==> config.mk <==
export PLATFORM = sky130hd
export DESIGN_NAME = alert_qualifier
export DESIGN_NICKNAME = d
export VERILOG_FILES = /design/src/rtl/alert_pkg.sv /design/src/rtl/hyst_persist_filter.sv /design/src/rtl/alert_qualifier.sv
export SDC_FILE = /design/constraint.sdc
export NUM_CORES = 1
export LEC_CHECK = 0
export BUFFER_PORTS_ARGS = -buffer_cell sky130_fd_sc_hd__buf_4
export CELL_PAD_IN_SITES_DETAIL_PLACEMENT = 1
export CELL_PAD_IN_SITES_GLOBAL_PLACEMENT = 2
export CORE_MARGIN = 2
export CORE_UTILIZATION = 35
export CTS_BUF_LIST = sky130_fd_sc_hd__clkbuf_8
export DETAILED_ROUTE_END_ITERATION = 16
export GPL_TIMING_DRIVEN = 0
export PLACE_DENSITY_LB_ADDON = 0.08
export SETUP_SLACK_MARGIN = 0.05
export SYNTH_ARGS = -nofsm -noshare
export SYNTH_HDL_FRONTEND = slang
export SYNTH_SLANG_ARGS = --single-unit
==> constraint.sdc <==
create_clock -name clk -period 5.55 [get_ports clk]
set_clock_uncertainty 0.15 [all_clocks]
set_input_delay 1.11 -clock clk [delete_from_list [all_inputs] [get_ports clk]]
set_output_delay 1.11 -clock clk [all_outputs]
set_load 0.01 [all_outputs]
==> src/rtl/alert_pkg.sv <==
// Shared types and default constants for the alert qualification path
// feeding the piezo driver.
package alert_pkg;

  typedef enum logic [1:0] {
    OFF,
    WARMUP,
    RUN
  } state_t;

  localparam int CNT_W = 4;

  localparam int          DEF_BATT_W       = 12;
  localparam int          DEF_DUTY_W       = 11;
  localparam logic [11:0] DEF_BATT_LOW_THR = 12'h800;
  localparam logic [11:0] DEF_BATT_HYST    = 12'h040;
  localparam logic [10:0] DEF_SPD_THR      = 11'd1536;
  localparam logic [10:0] DEF_SPD_HYST     = 11'd64;
  localparam int          DEF_PERSIST      = 8;
  localparam int          DEF_WARM_CYC     = 1024;

endpackage

==> src/rtl/hyst_persist_filter.sv <==
// Threshold + hysteresis + N-consecutive-sample persistence filter for one
// alert flag. Thresholds are W+1 bits so a clear level above 2^W-1 never matches.
module hyst_persist_filter
  import alert_pkg::*;
#(
  parameter int         W       = 12,
  parameter logic [W:0] SET_THR = '0,
  parameter logic [W:0] CLR_THR = '0,
  parameter bit         ABOVE   = 1'b0,
  parameter int         PERSIST = 8
) (
  input  logic         clk,
  input  logic         rst_n,
  input  logic         clr,
  input  logic         vld,
  input  logic [W-1:0] sample,
  output logic         flag
);

  localparam logic [CNT_W-1:0] LAST = CNT_W'(PERSIST - 1);

  logic [W:0]       sample_ext;
  logic             set_hit;
  logic             clr_hit;
  logic             qualify;
  logic [CNT_W-1:0] cnt;

  assign sample_ext = {1'b0, sample};
  assign set_hit    = ABOVE ? (sample_ext > SET_THR) : (sample_ext < SET_THR);
  assign clr_hit    = ABOVE ? (sample_ext <= CLR_THR) : (sample_ext >= CLR_THR);
  // While set, only the clear condition counts; band samples restart the run.
  assign qualify    = flag ? clr_hit : set_hit;

  always_ff @(posedge clk or negedge rst_n) begin
    if (!rst_n) begin
      cnt  <= '0;
      flag <= 1'b0;
    end else if (clr) begin
      cnt  <= '0;
      flag <= 1'b0;
    end else if (vld) begin
      if (!qualify) begin
        cnt <= '0;
      end else if (cnt == LAST) begin
        cnt  <= '0;
        flag <= ~flag;
      end else begin
        cnt <= cnt + 1'b1;
      end
    end
  end

endmodule

==> src/rtl/alert_qualifier.sv <==
// Power-up sequencer plus battery and over-speed qualification; drives the
// norm_mode, ovr_spd and batt_low inputs of the piezo driver.
module alert_qualifier
  import alert_pkg::*;
#(
  parameter int                BATT_W       = DEF_BATT_W,
  parameter int                DUTY_W       = DEF_DUTY_W,
  parameter logic [BATT_W-1:0] BATT_LOW_THR = BATT_W'(DEF_BATT_LOW_THR),
  parameter logic [BATT_W-1:0] BATT_HYST    = BATT_W'(DEF_BATT_HYST),
  parameter logic [DUTY_W-1:0] SPD_THR      = DUTY_W'(DEF_SPD_THR),
  parameter logic [DUTY_W-1:0] SPD_HYST     = DUTY_W'(DEF_SPD_HYST),
  parameter int                PERSIST      = DEF_PERSIST,
  parameter int                WARM_CYC     = DEF_WARM_CYC
) (
  input  logic              clk,
  input  logic              rst_n,
  input  logic              pwr_up,
  input  logic              batt_vld,
  input  logic [BATT_W-1:0] batt,
  input  logic              duty_vld,
  input  logic [DUTY_W-1:0] duty_mag,
  output logic              norm_mode,
  output logic              ovr_spd,
  output logic              batt_low
);

  localparam logic [BATT_W:0] BATT_SET  = {1'b0, BATT_LOW_THR};
  localparam logic [BATT_W:0] BATT_CLR  = {1'b0, BATT_LOW_THR} + {1'b0, BATT_HYST};
  localparam logic [DUTY_W:0] SPD_SET   = {1'b0, SPD_THR};
  localparam logic [DUTY_W:0] SPD_CLR   = {1'b0, SPD_THR - SPD_HYST};
  localparam int              WARM_W    = (WARM_CYC > 1) ? $clog2(WARM_CYC) : 1;
  localparam logic [WARM_W-1:0] WARM_LAST = WARM_W'(WARM_CYC - 1);

  state_t            state;
  state_t            next_state;
  logic [WARM_W-1:0] warm_cnt;
  logic [WARM_W-1:0] warm_next;
  logic              filter_clr;

  always_comb begin
    next_state = state;
    warm_next  = warm_cnt;
    if (!pwr_up) begin
      next_state = OFF;
      warm_next  = '0;
    end else begin
      case (state)
        OFF: begin
          next_state = WARMUP;
          warm_next  = '0;
        end
        WARMUP: begin
          if (warm_cnt == WARM_LAST) begin
            next_state = RUN;
            warm_next  = '0;
          end else begin
            warm_next = warm_cnt + 1'b1;
          end
        end
        RUN: begin
          next_state = RUN;
        end
        default: begin
          next_state = OFF;
          warm_next  = '0;
        end
      endcase
    end
  end

  always_ff @(posedge clk or negedge rst_n) begin
    if (!rst_n) begin
      state     <= OFF;
      warm_cnt  <= '0;
      norm_mode <= 1'b0;
    end else begin
      state     <= next_state;
      warm_cnt  <= warm_next;
      norm_mode <= (next_state == RUN);
    end
  end

  // pwr_up dropping clears the filters on the same edge, beating any sample.
  assign filter_clr = (state != RUN) || !pwr_up;

  hyst_persist_filter #(
    .W       (BATT_W),
    .SET_THR (BATT_SET),
    .CLR_THR (BATT_CLR),
    .ABOVE   (1'b0),
    .PERSIST (PERSIST)
  ) u_batt_filter (
    .clk    (clk),
    .rst_n  (rst_n),
    .clr    (filter_clr),
    .vld    (batt_vld),
    .sample (batt),
    .flag   (batt_low)
  );

  hyst_persist_filter #(
    .W       (DUTY_W),
    .SET_THR (SPD_SET),
    .CLR_THR (SPD_CLR),
    .ABOVE   (1'b1),
    .PERSIST (PERSIST)
  ) u_spd_filter (
    .clk    (clk),
    .rst_n  (rst_n),
    .clr    (filter_clr),
    .vld    (duty_vld),
    .sample (duty_mag),
    .flag   (ovr_spd)
  );

endmodule

==> impl_metrics.json, run 1 <==
{
  "status": "completed",
  "period_share_pct": 43.1,
  "ys_ff_latch": 23,
  "num_vias": 1170,
  "setup.worst_path.start_class": "input pin",
  "synth_cell_type_count": 37,
  "p_per_area_mw_per_mm2": 193,
  "hp-class": "reg -> reg",
  "synth_xor_area_share_pct": 0.684,
  "nNetsFinal": 202,
  "synthFlopType": "dfrtp_1",
  "critPathKind": "in -> reg",
  "fp.dieH_um": 64.5,
  "drt_wl_total_um": 3140,
  "syn_area_mm2": 0.00128,
  "grt_use_total_pct": 17.8,
  "diodes": 0,
  "syn_inst": 143,
  "remaining_drc_errors": 0,
  "clock_latency_ns": 0.26,
  "cts_setup_buffers": 0,
  "reg2regPathDepth": 6,
  "dr.pass1.iters": 3,
  "ant_nets": 0,
  "synth_edf_count": 0,
  "relSlewSlack_pct": 55.9,
  "min_from": "state[0]",
  "required_ns": 5.56,
  "leakagePower_nw": 0.707,
  "ys_warn_count": 0,
  "num_rows": 21,
  "antenna_found_initial": 0,
  "fin_crit_ns": 2.39,
  "num_io_pins": 31,
  "path_clk_slew_ns": 0.09,
  "cts_tree": "done",
  "initial_utilization_pct": 37.5,
  "hold_violations": 0,
  "synth_fp_nets": 174,
  "yosysMostFrequentCell": "dfrtp_1",
  "synth_top_family_by_area": "simple AND/OR/NAND/NOR gates",
  "drive_gt1_share_pct": 18.8,
  "critPathSlowestCell": "or3_1",
  "synthSimpleGateAreaFrac_pct": 30.6,
  "ys_seq_area_share_pct": 45.0,
  "synthAdderAreaFrac_pct": 2.93,
  "syn2layout_area_growth_pct": 21.6,
  "gp_congestion": 0.741,
  "grt_pass1_vias": 1294,
  "tns_ns": 0,
  "portBuffers": 23,
  "via_per_inst": 5.42,
  "yosysTopAreaCellShare_pct": 45.0,
  "clk_path_buf_depth": 2,
  "tightest_slew_ns": 0.659,
  "crit_start": "batt[10]",
  "synth-compound-area-share_pct": 19.1,
  "grt_max_degree": 24,
  "hold_depth": 1,
  "die_area_mm2": 0.00416,
  "max_freq_ghz": 0.418,
  "slowest_delay_ns": 0.40,
  "drtIter0Drc": 43,
  "post-route-util_pct": 45.6,
  "overflow": 0,
  "synthMuxAreaShare_pct": 0,
  "die_w_um": 64.5,
  "cts_hold_buf": 0,
  "end_kind": "register",
  "slew_violations": 0,
  "rsz0062_at_grt": "no",
  "cts_sinks": 23,
  "synth_area_leaders": "dfrtp_1 (45%), nand2_1 (6.2%), o21ai_0 (5.1%)",
  "syn_avg_cell_area_um2": 8.95,
  "synth_top_area_cell": "dfrtp_1",
  "cts_root_buf": "clkbuf_8",
  "async_flop_share_pct": 100,
  "crit_arrival_ns": 2.41,
  "routedWlPerCell_um": 14.5,
  "cts_resized": 0,
  "worstReg2RegStart": "warm_cnt[0]",
  "dp.final_hpwl_um": 2410,
  "setup_viol": 0,
  "synth_common_cells": "dfrtp_1 (23), nand2_1 (21), o21ai_0 (13)",
  "core-area_mm2": 0.00342,
  "critPathMaxFanout": 5,
  "maxCapViolations": 0,
  "cts.htree.levels": 1,
  "ir_worst_vdd_v": 0.000100,
  "grt_pass1_wl_um": 5830,
  "path_cells": "buf_4 > or3_1 > o211a_1 > o21ai_2 > o22ai_1 > a21o_1",
  "cts_buffers": 3
}
-- area by class of cell --
cell class              instances  area, um^2
repair buffers                 23         173
inverters                       4        15.0
multi-input cells             114         682
clock buffers                   3        41.3
flip-flops and latches         23         576
fillers                       428        1860
plain buffers                   2        7.51
well taps                      46        57.6
clock inverters                 1        5.00
-- final timing paths --
check | end | slack, ns
max | u_batt_filter.cnt[2] | 3.16
min | state[0] | 0.39
max reg2reg | warm_cnt[5] | 3.62
min reg2reg | state[0] | 0.39
max in group asynchronous | norm_mode | 4.43
min in group asynchronous | warm_cnt[7] | 0.58
-- per-layer routing --
layer | track usage [%] | share of wire, %
met1 | 21.9 | 44
met2 | 31.6 | 52
met3 | 3.13 | 2.9
met4 | 5.59 | 0.77
met5 | 0 | 0
-- critical path: cells and delay by family --
kind	cells	cell delay, ns
and+or+nand+nor	1	0.40
buffers and inverters	1	0.11
AOI/OAI and AO/OA	4	0.79
-- metrics by stage --
stage                     hold WS (ns)  std cells  setup WS, ns  instance area, um^2  total power (W)
after floorplan                  0.334        143          3.11                 1280         0.000182
after global placement           0.360        212          2.92                 1510         0.000199
after detailed placement         0.373        212          2.88                 1510         0.000200
after CTS                        0.391        216          3.17                 1560         0.000308
after global routing             0.414        216          3.03                 1560         0.000318
final                            0.387        216          3.16                 1560         0.000301
-- state kept, by name (all words and copies together), names as in the netlist --
signal              cells
u_batt_filter.cnt       4
warm_cnt               10
state                   2
norm_mode               1
u_spd_filter.flag       1
u_batt_filter.flag      1
u_spd_filter.cnt        4
-- placed cells by master, fill, tap and decap left out, types with 4 or more instances in the layout --
cell	instances
a21oi_1	7
buf_4	23
dfrtp_1	23
inv_1	4
nand2_1	21
nand2b_1	6
nand3_1	9
nor2_1	11
o21ai_0	13
-- report_power, final --
group	switching (W)	leakage (nW)	internal, W	total [W]
registers	0.00000119	0.318	0.000168	0.000170
clock network	0.0000546	0.0255	0.0000501	0.000105
logic	0.0000131	0.363	0.0000136	0.0000267
-- cells by family (layout without fill, tap and decap cells) --
| logic type | count (synthesis) | after routing |
|---|---|---|
| simple gates | 72 | 72 |
| xor+xnor | 1 | 1 |
| buf+inv | 6 | 33 |
| fa+ha+maj | 3 | 3 |
| compound gates | 38 | 38 |
| flops | 23 | 23 |
No activity file was read; power rests on OpenSTA's default activity.
==> inputs of run 2 (changes only) <==
Settings changed: ABC_AREA set to 1, CORE_UTILIZATION 35 to 28.
Clock period 5.55 ns to 2.15 ns, I/O delays scaled along.
==> impl_metrics.json, run 2 <==
{
  "path_buf_inv": 1,
  "setup_viol": 0,
  "ant_nets": 0,
  "yosysTopAreaCellShare_pct": 43.2,
  "hp-class": "in -> reg",
  "critical-path-top-delay-family": "simple AND/OR/NAND/NOR gates",
  "fp.dieH_um": 73.0,
  "clock_latency_ns": 0.27,
  "overflow": 0,
  "most-common-layout-cells": "nand2_1 (40), nor2_1 (28), buf_4 (25)",
  "synth_edf_count": 0,
  "synth_common_cells": "nand2_1 (40), nor2_1 (28), dfrtp_1 (23)",
  "nNetsFinal": 234,
  "die_w_um": 73.0,
  "status": "completed",
  "setup.worst_path.start_class": "register",
  "relSlewSlack_pct": 68.0,
  "yosysMostFrequentCell": "nand2_1",
  "grt_pass1_vias": 1254,
  "syn_avg_cell_area_um2": 7.71,
  "cts_root_buf": "clkbuf_8",
  "slowest_delay_ns": 0.42,
  "path_cells": "ha_1 > nand2_1 > nor2_2 > nand2_2 > nor2_4 > nand3_2 > nand2_2 > inv_2 > nor2_4 > nor2_1",
  "num_io_pins": 31,
  "dp_cells": 251,
  "ys_warn_count": 0,
  "slew_violations": 0,
  "largest_register_ffs": 10,
  "grt_use_total_pct": 13.1,
  "via_per_inst": 4.80,
  "clk_path_buf_depth": 2,
  "layout_commonest_cell": "nand2_1",
  "critPathSlowestCell": "dfrtp_1",
  "async_flop_share_pct": 100,
  "diodes": 0,
  "drt_wl_total_um": 3180,
  "routedWlPerCell_um": 12.4,
  "num_vias": 1228,
  "maxCapViolations": 0,
  "crit_start": "warm_cnt[0]",
  "cts_tree": "done",
  "path_clk_slew_ns": 0.09,
  "top_register": "warm_cnt",
  "leakagePower_nw": 0.805,
  "worstReg2RegStart": "warm_cnt[0]",
  "tightest_slew_ns": 0.475,
  "syn2layout_area_growth_pct": 22.8,
  "antenna_found_initial": 0,
  "portBuffers": 24,
  "die_area_mm2": 0.00533,
  "layout.cells.non_filler": 256,
  "p_per_area_mw_per_mm2": 483,
  "fin_crit_ns": 1.84,
  "cts_sinks": 23,
  "cts.htree.levels": 1,
  "max_freq_ghz": 0.543,
  "end_kind": "register",
  "period_share_pct": 85.7,
  "finalPower_w": 0.000791,
  "ir_worst_vdd_v": 0.000263,
  "num_rows": 25,
  "critPathMaxFanout": 5,
  "synth_cell_type_count": 26,
  "required_ns": 2.16,
  "cts_buffers": 3,
  "reg_top3": "warm_cnt (10), u_batt_filter.cnt (4), u_spd_filter.cnt (4)",
  "hold_violations": 0,
  "min_from": "pwr_up",
  "dp.final_hpwl_um": 2540,
  "synth_top_area_cell": "dfrtp_1",
  "syn_inst": 173,
  "critPathKind": "reg -> reg",
  "rsz0062_at_grt": "no",
  "synthFlopType": "dfrtp_1",
  "drtIter0Drc": 15,
  "grt_max_degree": 24,
  "crit_arrival_ns": 1.85,
  "initial_utilization_pct": 28.6,
  "grt_pass1_wl_um": 5460,
  "syn_area_mm2": 0.00133,
  "drive_gt1_share_pct": 19.8,
  "core-area_mm2": 0.00466,
  "ys_seq_area_share_pct": 43.2,
  "dr.pass1.iters": 4,
  "remaining_drc_errors": 0,
  "gp_congestion": 0.743,
  "tns_ns": 0,
  "synth_fp_nets": 204,
  "ys_ff_latch": 23,
  "synth_area_leaders": "dfrtp_1 (43%), nand2_1 (11%), nor2_1 (7.9%)"
}
## run 2: cell types whose count changed in the layout (fill, tap and decap cells not counted), sizes merged, moves of 3 or more
cell / change
a22o: -3
xor2: +7
nand2b: -6
nand4b: -3
nand3: +6
nor2: +20
a21oi: -4
nand2: +21
a21o: -3
o21ai: -5
inv: +17
## run 2: final cells by class
cell class	count	area, um^2
plain buffers	1	7.51
clock buffers	3	41.3
clock inverters	1	5.00
fillers	589	3020
inverters	21	78.8
multi-input cells	128	672
flip-flops and latches	23	576
well taps	54	67.6
repair buffers	25	190
## run 2: worst register-to-register path, cell delays in order, from the launching register on
cell and delay, ns:
dfrtp_1 0.42, ha_1 0.23, nand2_1 0.08, nor2_2 0.18
nand2_2 0.10, nor2_4 0.11, nand3_2 0.11, nand2_2 0.12
inv_2 0.06, nor2_4 0.13, nor2_1 0.05
## run 2: path summary, 6_finish.rpt
kind | endpoint | slack [ns] | cells after the start
min in group asynchronous | warm_cnt[6] | 0.43 | 2
max | warm_cnt[3] | 0.31 | 10
max in group asynchronous | u_batt_filter.cnt[2] | 1.18 | 2
max reg2reg | warm_cnt[3] | 0.31 | 10
min | state[0] | 0.29 | 3
min reg2reg | u_spd_filter.cnt[3] | 0.35 | 2
## run 2: logic make-up after synthesis
group | Yosys count | share of synthesized area, %
DFF | 23 | 43.2
and+or+nand+nor | 97 | 33.2
xor gates and xnor gates | 9 | 5.91
AOI/OAI and AO/OA | 19 | 8.44
adders and majority gates | 3 | 2.81
buffers and inverters | 22 | 6.47
## run 2: metrics by stage
stage | setup WS (ns) | util (%) | hold WS, ns | instance area (um^2)
after floorplan | 0.581 | - | -0.0156 | 1330
after global placement | 0.340 | 33.9 | 0.198 | 1580
after detailed placement | 0.300 | 33.9 | 0.198 | 1580
after CTS | 0.283 | 35.1 | 0.298 | 1640
after global routing | 0.164 | 35.1 | 0.340 | 1640
final | 0.307 | 35.1 | 0.294 | 1640
## run 2: what timing repair did
| action | in CTS | in global routing |
|---|---|---|
| endpoints found under the hold margin | 23 | 0 |
| hold buffers | 1 | 0 |
| buffers inserted | 0 | 0 |
| resized for setup | 0 | 0 |
## run 2: layer usage
metal,track usage [%],share of wire [%],vias to the layer above
li1,-,-,614
met1,16.3,47,588
met2,22.8,48,22
met3,1.93,3.6,4
met4,4.94,1.4,0
met5,0,0,-
## run 2: report_power, final
| group | switching [W] | internal (W) |
|---|---|---|
| clock network | 0.000149 | 0.000130 |
| logic | 0.0000380 | 0.0000360 |
| registers | 0.00000320 | 0.000435 |
